===== src/rtl/mem_ctrl_pkg.sv =====
// Shared types and constants for the byte-serial memory controller.
package mem_ctrl_pkg;

  localparam int unsigned ADDR_W_DEF = 17;
  localparam int unsigned DATA_W     = 32;
  localparam int unsigned BYTE_W     = 8;

  // Access width codes; 2'b11 is treated as a word.
  localparam logic [1:0] W_BYTE = 2'b00;
  localparam logic [1:0] W_HALF = 2'b01;
  localparam logic [1:0] W_WORD = 2'b10;

  typedef enum logic [2:0] {
    ST_IDLE    = 3'd0,
    ST_RD      = 3'd1,
    ST_RD_TAIL = 3'd2,
    ST_WR      = 3'd3,
    ST_DONE    = 3'd4
  } state_e;

  typedef enum logic {
    SRC_IF  = 1'b0,
    SRC_MEM = 1'b1
  } src_e;

  // Request payload selected by the arbiter at grant time.
  typedef struct packed {
    logic [DATA_W-1:0] addr;
    logic [DATA_W-1:0] wdata;
    logic [1:0]        width;
    logic              we;
    logic              sgn;
    src_e              src;
  } req_t;

  // Index of the last byte of an access (byte count minus one).
  function automatic logic [1:0] last_idx(input logic [1:0] width);
    case (width)
      W_BYTE:  last_idx = 2'd0;
      W_HALF:  last_idx = 2'd1;
      default: last_idx = 2'd3;
    endcase
  endfunction

endpackage


===== src/rtl/mem_ctrl_if.sv =====
// Request/response and RAM port bundle of the memory controller.
interface mem_ctrl_if #(
  parameter int unsigned ADDR_W = mem_ctrl_pkg::ADDR_W_DEF
);
  logic              if_req_i;
  logic [31:0]       if_addr_i;
  logic              flush_i;
  logic              if_done_o;
  logic [31:0]       if_data_o;
  logic              mem_req_i;
  logic              mem_we_i;
  logic [31:0]       mem_addr_i;
  logic [1:0]        mem_width_i;
  logic              mem_signed_i;
  logic [31:0]       mem_wdata_i;
  logic              mem_done_o;
  logic [31:0]       mem_rdata_o;
  logic [ADDR_W-1:0] ram_a_o;
  logic              ram_wr_o;
  logic [7:0]        ram_dout_o;
  logic [7:0]        ram_din_i;
  logic              busy_o;

  // Controller side.
  modport slave (
    input  if_req_i, if_addr_i, flush_i, mem_req_i, mem_we_i, mem_addr_i,
           mem_width_i, mem_signed_i, mem_wdata_i, ram_din_i,
    output if_done_o, if_data_o, mem_done_o, mem_rdata_o, ram_a_o, ram_wr_o,
           ram_dout_o, busy_o
  );

  // Pipeline/RAM environment side.
  modport master (
    output if_req_i, if_addr_i, flush_i, mem_req_i, mem_we_i, mem_addr_i,
           mem_width_i, mem_signed_i, mem_wdata_i, ram_din_i,
    input  if_done_o, if_data_o, mem_done_o, mem_rdata_o, ram_a_o, ram_wr_o,
           ram_dout_o, busy_o
  );
endinterface


===== src/rtl/mem_byte_pack.sv =====
// Zero/sign extension of an assembled little-endian load by access width.
module mem_byte_pack
  import mem_ctrl_pkg::*;
(
  input  logic [DATA_W-1:0] i_word,
  input  logic [1:0]        i_width,
  input  logic              i_signed,
  output logic [DATA_W-1:0] o_word
);

  // Replicate the top valid bit (or zero) above the loaded bytes.
  always_comb begin
    o_word = i_word;
    case (i_width)
      W_BYTE:  o_word = {{24{i_signed & i_word[7]}}, i_word[7:0]};
      W_HALF:  o_word = {{16{i_signed & i_word[15]}}, i_word[15:0]};
      default: o_word = i_word;
    endcase
  end

endmodule


===== src/rtl/mem_ctrl.sv =====
// Arbiter + byte-serial controller sharing one 8-bit synchronous RAM port
// between instruction fetch and the load/store path.
module mem_ctrl
  import mem_ctrl_pkg::*;
#(
  parameter int unsigned ADDR_W = ADDR_W_DEF
) (
  input  logic      clk,
  input  logic      rst,
  mem_ctrl_if.slave bus
);

  state_e              r_state;
  state_e              w_nxt_state;
  req_t                w_req;
  logic                w_grant;
  logic                w_flush_if;
  logic                w_if_done;
  logic                w_cap_en;
  src_e                r_src;
  logic                r_sgn;
  logic [1:0]          r_width;
  logic [1:0]          r_last;
  logic [1:0]          r_cnt;
  logic [1:0]          w_nxt_cnt;
  logic [1:0]          w_cap_idx;
  logic [DATA_W-1:0]   r_wdata;
  logic [DATA_W-1:0]   r_asm;
  logic [DATA_W-1:0]   w_asm_cap;
  logic [DATA_W-1:0]   w_load_data;
  logic [DATA_W-1:0]   r_if_data;
  logic [DATA_W-1:0]   r_mem_rdata;
  logic [ADDR_W-1:0]   r_ram_a;
  logic                r_ram_wr;
  logic [BYTE_W-1:0]   r_ram_dout;
  logic [BYTE_W-1:0]   w_wr_byte;
  logic                r_busy;
  logic                w_unused;

  // Upper address bits beyond the RAM width are intentionally ignored.
  assign w_unused = ^{bus.if_addr_i, bus.mem_addr_i, w_req};

  // Arbiter: MEM wins; a flush in IDLE blocks a coincident fetch grant.
  always_comb begin
    w_req = '{addr: bus.if_addr_i, wdata: '0, width: W_WORD, we: 1'b0,
              sgn: 1'b0, src: SRC_IF};
    if (bus.mem_req_i) begin
      w_req = '{addr: bus.mem_addr_i, wdata: bus.mem_wdata_i,
                width: bus.mem_width_i, we: bus.mem_we_i,
                sgn: bus.mem_signed_i, src: SRC_MEM};
    end
  end

  assign w_grant    = bus.mem_req_i | (bus.if_req_i & ~bus.flush_i);
  assign w_flush_if = bus.flush_i & (r_src == SRC_IF);
  assign w_nxt_cnt  = r_cnt + 2'd1;
  assign w_wr_byte  = r_wdata[{w_nxt_cnt, 3'b000} +: BYTE_W];
  assign w_cap_idx  = (r_state == ST_RD_TAIL) ? r_last : (r_cnt - 2'd1);
  assign w_cap_en   = ((r_state == ST_RD) && (r_cnt != 2'd0)) ||
                      (r_state == ST_RD_TAIL);

  // Merge the byte arriving on ram_din_i into the assembly register image.
  always_comb begin
    w_asm_cap = r_asm;
    w_asm_cap[{w_cap_idx, 3'b000} +: BYTE_W] = bus.ram_din_i;
  end

  mem_byte_pack u_pack (
    .i_word   (w_asm_cap),
    .i_width  (r_width),
    .i_signed (r_sgn),
    .o_word   (w_load_data)
  );

  // Next-state logic.
  always_comb begin
    w_nxt_state = r_state;
    case (r_state)
      ST_IDLE: begin
        if (w_grant) w_nxt_state = w_req.we ? ST_WR : ST_RD;
      end
      ST_RD: begin
        if (w_flush_if)           w_nxt_state = ST_IDLE;
        else if (r_cnt == r_last) w_nxt_state = ST_RD_TAIL;
      end
      ST_RD_TAIL: begin
        w_nxt_state = w_flush_if ? ST_IDLE : ST_DONE;
      end
      ST_WR: begin
        if (r_cnt == r_last) w_nxt_state = ST_DONE;
      end
      ST_DONE: w_nxt_state = ST_IDLE;
      default: w_nxt_state = ST_IDLE;
    endcase
  end

  // State register.
  always_ff @(posedge clk or negedge rst) begin
    if (!rst) r_state <= ST_IDLE;
    else      r_state <= w_nxt_state;
  end

  // Request latch, byte sequencing, RAM port drive and load assembly.
  always_ff @(posedge clk or negedge rst) begin
    if (!rst) begin
      r_src       <= SRC_IF;
      r_sgn       <= 1'b0;
      r_width     <= 2'b00;
      r_last      <= 2'd0;
      r_cnt       <= 2'd0;
      r_wdata     <= '0;
      r_asm       <= '0;
      r_if_data   <= '0;
      r_mem_rdata <= '0;
      r_ram_a     <= '0;
      r_ram_wr    <= 1'b0;
      r_ram_dout  <= '0;
      r_busy      <= 1'b0;
    end else begin
      r_busy <= (w_nxt_state != ST_IDLE);
      case (r_state)
        ST_IDLE: begin
          if (w_grant) begin
            r_src      <= w_req.src;
            r_sgn      <= w_req.sgn;
            r_width    <= w_req.width;
            r_last     <= last_idx(w_req.width);
            r_cnt      <= 2'd0;
            r_wdata    <= w_req.wdata;
            r_asm      <= '0;
            r_ram_a    <= w_req.addr[ADDR_W-1:0];
            r_ram_wr   <= w_req.we;
            r_ram_dout <= w_req.we ? w_req.wdata[BYTE_W-1:0] : '0;
          end
        end
        ST_RD: begin
          if (w_cap_en) r_asm <= w_asm_cap;
          if (r_cnt != r_last) begin
            r_cnt   <= w_nxt_cnt;
            r_ram_a <= r_ram_a + ADDR_W'(1);
          end
        end
        ST_RD_TAIL: begin
          r_asm <= w_asm_cap;
          if (r_src == SRC_MEM) r_mem_rdata <= w_load_data;
        end
        ST_WR: begin
          if (r_cnt != r_last) begin
            r_cnt      <= w_nxt_cnt;
            r_ram_a    <= r_ram_a + ADDR_W'(1);
            r_ram_dout <= w_wr_byte;
          end else begin
            r_ram_wr   <= 1'b0;
            r_ram_dout <= '0;
          end
        end
        ST_DONE: begin
          if (w_if_done) r_if_data <= r_asm;
        end
        default: ;
      endcase
    end
  end

  // Fetch result is committed only when its done pulse survives a flush.
  assign w_if_done       = (r_state == ST_DONE) && (r_src == SRC_IF) && !bus.flush_i;
  assign bus.if_done_o   = w_if_done;
  assign bus.if_data_o   = w_if_done ? r_asm : r_if_data;
  assign bus.mem_done_o  = (r_state == ST_DONE) && (r_src == SRC_MEM);
  assign bus.mem_rdata_o = r_mem_rdata;
  assign bus.ram_a_o     = r_ram_a;
  assign bus.ram_wr_o    = r_ram_wr;
  assign bus.ram_dout_o  = r_ram_dout;
  assign bus.busy_o      = r_busy;

endmodule


===== src/flat_wrapper.sv =====
// flat-port wrapper written by rule: the top's interface ports become plain ports
module mem_ctrl_flat import mem_ctrl_pkg::*;
#(
  parameter int unsigned ADDR_W = ADDR_W_DEF
)
  (clk, rst, bus_if_req_i, bus_if_addr_i, bus_flush_i, bus_mem_req_i, bus_mem_we_i, bus_mem_addr_i, bus_mem_width_i, bus_mem_signed_i, bus_mem_wdata_i, bus_ram_din_i, bus_if_done_o, bus_if_data_o, bus_mem_done_o, bus_mem_rdata_o, bus_ram_a_o, bus_ram_wr_o, bus_ram_dout_o, bus_busy_o);
  mem_ctrl_if #(.ADDR_W(ADDR_W)) bus_i ();
  input  logic clk;
  input  logic rst;
  input wire logic [$bits(bus_i.if_req_i)-1:0] bus_if_req_i;
  input wire logic [$bits(bus_i.if_addr_i)-1:0] bus_if_addr_i;
  input wire logic [$bits(bus_i.flush_i)-1:0] bus_flush_i;
  input wire logic [$bits(bus_i.mem_req_i)-1:0] bus_mem_req_i;
  input wire logic [$bits(bus_i.mem_we_i)-1:0] bus_mem_we_i;
  input wire logic [$bits(bus_i.mem_addr_i)-1:0] bus_mem_addr_i;
  input wire logic [$bits(bus_i.mem_width_i)-1:0] bus_mem_width_i;
  input wire logic [$bits(bus_i.mem_signed_i)-1:0] bus_mem_signed_i;
  input wire logic [$bits(bus_i.mem_wdata_i)-1:0] bus_mem_wdata_i;
  input wire logic [$bits(bus_i.ram_din_i)-1:0] bus_ram_din_i;
  output wire logic [$bits(bus_i.if_done_o)-1:0] bus_if_done_o;
  output wire logic [$bits(bus_i.if_data_o)-1:0] bus_if_data_o;
  output wire logic [$bits(bus_i.mem_done_o)-1:0] bus_mem_done_o;
  output wire logic [$bits(bus_i.mem_rdata_o)-1:0] bus_mem_rdata_o;
  output wire logic [$bits(bus_i.ram_a_o)-1:0] bus_ram_a_o;
  output wire logic [$bits(bus_i.ram_wr_o)-1:0] bus_ram_wr_o;
  output wire logic [$bits(bus_i.ram_dout_o)-1:0] bus_ram_dout_o;
  output wire logic [$bits(bus_i.busy_o)-1:0] bus_busy_o;
  assign bus_i.if_req_i = bus_if_req_i;
  assign bus_i.if_addr_i = bus_if_addr_i;
  assign bus_i.flush_i = bus_flush_i;
  assign bus_i.mem_req_i = bus_mem_req_i;
  assign bus_i.mem_we_i = bus_mem_we_i;
  assign bus_i.mem_addr_i = bus_mem_addr_i;
  assign bus_i.mem_width_i = bus_mem_width_i;
  assign bus_i.mem_signed_i = bus_mem_signed_i;
  assign bus_i.mem_wdata_i = bus_mem_wdata_i;
  assign bus_i.ram_din_i = bus_ram_din_i;
  assign bus_if_done_o = bus_i.if_done_o;
  assign bus_if_data_o = bus_i.if_data_o;
  assign bus_mem_done_o = bus_i.mem_done_o;
  assign bus_mem_rdata_o = bus_i.mem_rdata_o;
  assign bus_ram_a_o = bus_i.ram_a_o;
  assign bus_ram_wr_o = bus_i.ram_wr_o;
  assign bus_ram_dout_o = bus_i.ram_dout_o;
  assign bus_busy_o = bus_i.busy_o;
  mem_ctrl #(.ADDR_W(ADDR_W)) u_core (.clk(clk), .rst(rst), .bus(bus_i));
endmodule

===== config.mk =====
export PLATFORM = sky130hd
export DESIGN_NAME = mem_ctrl_flat
export DESIGN_NICKNAME = d
export VERILOG_FILES = /design/src/rtl/mem_ctrl_pkg.sv /design/src/rtl/mem_ctrl_if.sv /design/src/rtl/mem_byte_pack.sv /design/src/rtl/mem_ctrl.sv /design/src/flat_wrapper.sv
export SDC_FILE = /design/constraint.sdc
export NUM_CORES = 1
export LEC_CHECK = 0
export ABC_AREA = 1
export BUFFER_PORTS_ARGS = -buffer_cell sky130_fd_sc_hd__buf_4
export CORE_UTILIZATION = 54
export DETAILED_ROUTE_END_ITERATION = 8
export PLACE_DENSITY = 0.81
export SLEW_MARGIN = 20
export SYNTH_ARGS = -nofsm -noshare
export SYNTH_HDL_FRONTEND = slang
export SYNTH_SLANG_ARGS = --single-unit
export TNS_END_PERCENT = 5

===== constraint.sdc =====
create_clock -name clk -period 4.1 [get_ports clk]
set_input_delay 0.41 -clock clk [delete_from_list [all_inputs] [get_ports clk]]
set_output_delay 0.41 -clock clk [all_outputs]
set_load 0.02 [all_outputs]

==> impl_results.md <==
* Post-route worst setup slack at 802.9 ps
* FF-to-FF Start: u_core.r_cnt[0]
* Initial Utilization at 0.5605
* I/O pin cnt at 206
* Dpl cell area at 9686 um^2
* Yosys warns at 0
* First-pass GRT wire length at 35.62 mm
* Share of cells above drive strength 1 at 0.1933
* Final instance area at 10260 um^2
* Avg WL per Cell at between 10 and 15 um
* Total number of vias at approximately 7800
* Filler instances at around 1300
* Max rail drop VDD at 0.5535 mV
* Dpl hpwl at between 10 and 15 mm
* All-layer global routing usage at 0.2826
* Vias in the first global route at about 7400
* FF+latch count, synth at 165
* Final hold vios at 0
* Final Critical Period at 3297 ps
* Row count at 44
* CP delay by family, top: simple AND/OR/NAND/NOR gates
* Count leader, synth: nand2_1
* Root buf cell: clkbuf_16
* R2r setup slk at 800 ps
* Critical path type: reg -> reg
* Setup crit start: u_core.r_cnt[0]
* H-tree levels at 4
* Max Cap Viol at 0
* Cell variety after synth at 35
* Die height at 125.7 um
* Crit start category: flip-flop
* Core Util, Final at 0.6954
* Max Slew Vio Count at 0
* Area leader, netlist: dfrtp_1
* Synthesized net count at 1208
* Post-CTS Setup Bufs at 0
* Fmax at just over 300 MHz
* Final setup violation count at 0
* Nets@finish at 1362
* Post-synth EDFFs at 0
* Die Span X at 125.7 um
* Critical Path Fanout Max at 18
* Sequential cell area at ~4100 um^2
* DRC Markers at 0
* Area taken by multi-input logic gates at between 3000 and 4000 um^2
* Area Overhead vs Synth at 24.07%
* Pwr/cell area at 798.0 nW/um^2
* Layout Cells excl Fill at 1441
* CTS Buffer Depth at 2
* Final Cycle Share at 0.8042
* Slowest CP cell: nor2_1
* RePlAce Congestion at slightly below 0.9
* Overall die area at 15810 um^2
* Post-CTS sizing at 0
* Post-route ant nets at 0
* IO buf count at 175
* Largest net degree at the start of global routing at 104
* Worst-Margin Slew at 953.3 ps
* Total Power at 8.187 mW
* N_diodes at 0
* Core Region at 14750 um^2
* Mapped Avg Cell Area at roughly 7.6 um^2
* CTS Buf Count at 17
* Buf/Inv on CP at 2
* RSZ-0062 raised after global routing: no
* Post-synthesis instance total at about 1100
* WHS at 93.26 ps
* Synth top cells by count: 351 x nand2_1, 165 x dfrtp_1, 117 x nor2_1, 84 x inv_1, 65 x nand3_1
* Status: finished clean
* Ys flop type: dfrtp_1
* Post-synth ARST share at 1.000
* Setup_tns at 0 ps
* Required @ worst endpoint at 4460 ps
* Slew margin rel. at 0.3644
* GR Overflow Total at 0
* Initial antenna violation count at 0
* Hold Path Class: in -> async
* Post-synthesis sequential area ratio at 0.4993
* CTS Hold Bufs at 0
* Critical Path AT at about 3700 ps
* DP Cell Count at 1409
* Synth top area cells: dfrtp_1 50%, nand2_1 16%, nor2_1 5.3%
* Worst-path clk slew at 60 ps
* Routed WL at 21.20 mm
* Nature of the critical path endpoint: flip-flop
* Vias per cell at 5.393
* Crit-path max cell delay at approximately 430 ps
* Number of DRC markers in iteration 0 at between 500 and 600
* Crit path cell chain: inv_1 > ha_1 > inv_1 > nand2_1 > nand2_2 > ha_1 > nor2_1 > nand2_1 > o21ai_1 > nand2_1 > nand2_4 > nor2_1 > nor2_1
* Pre-CTS WS at 848.7 ps
* CTS tree: yes
* Syn Std Cell Area at a little over 8000 um^2
* Post-synth top area share at 0.4993
* First-pass DRT Iterations at 5
* Clock insertion delay at the later pin of the skew report at 430 ps
* Max Clock Skew at 9.990 ps
* Num Clock Sinks at 165
* Leakage at 5.422 nW
[cell families after synthesis]
kind of cell | synth area share
buffers and inverters | 0.06839
AO/OA/AOI/OAI | 0.1437
AND/OR/NAND/NOR | 0.2778
adder cells (fa/ha/maj) | 0.007565
XOR/XNOR | 0.003178
flip-flops | 0.4993
[area by class of cell]
class,instances,share of cell area
Tap cell,184,0.02244
Multi-Input combinational cell,782,0.3498
Sequential cell,165,0.4024
Clock inverter,12,0.01244
Clock buffer,20,0.04354
Inverter,94,0.03439
Timing Repair Buffer,184,0.1350
[sequential cells by signal, summed over array words and instances, names as in the netlist, 2 cells and up]
signal,cells
u_core.bus.mem_rdata_o,32
u_core.r_asm,32
u_core.r_if_data,32
u_core.r_wdata,32
u_core.bus.ram_a_o,17
u_core.bus.ram_dout_o,8
u_core.r_state,3
u_core.r_cnt,2
u_core.r_last,2
[cells in the final DEF, fill, tap and decap left out, types with 2 or more instances in the layout]
master and n:
a21oi_1 57, a22o_1 25, a22oi_1 2, buf_4 183, bufinv_16 2, clkbuf_1 2
clkbuf_16 17, clkinv_2 5, clkinv_4 2, dfrtp_1 165, ha_1 5, inv_1 84
inv_2 10, inv_6 2, nand2_1 351, nand2_2 5, nand3_1 65, nand3_2 2
nand4_1 5, nor2_1 115, nor2_2 6, nor2_4 2, nor3_1 9, o21ai_0 61
o21ai_1 47, o21bai_1 2, o22ai_1 10, xnor2_1 2
[routing by layer]
metal  GRT usage  share of wire  wire [um]  vias to the layer above
met4      0.1063          0.019        413                        0
met2      0.4572           0.47      10020                      301
met3     0.05905          0.071       1515                       38
li1            -              -          -                     3834
met1      0.3767           0.44       9245                     3599
met5           0              0          0                        -
[power by group]
part,internal [mW],switching (mW)
clock,0.912,0.642
combinational,1.38,2.58
sequential,2.25,0.426
total,4.54,3.65
[path summary, 6_finish.rpt]
kind                                               to  depth (start not counted)
max in group asynchronous       u_core.bus.ram_a_o[1]                          2
hold / removal                    u_core.r_if_data[1]                          1
setup reg to reg           u_core.bus.mem_rdata_o[18]                         13
min in group clk                   u_core.r_wdata[19]                          3
setup / recovery           u_core.bus.mem_rdata_o[18]                         13
hold reg to reg                  u_core.r_if_data[13]                          2
No activity file was read; power rests on OpenSTA's default activity.
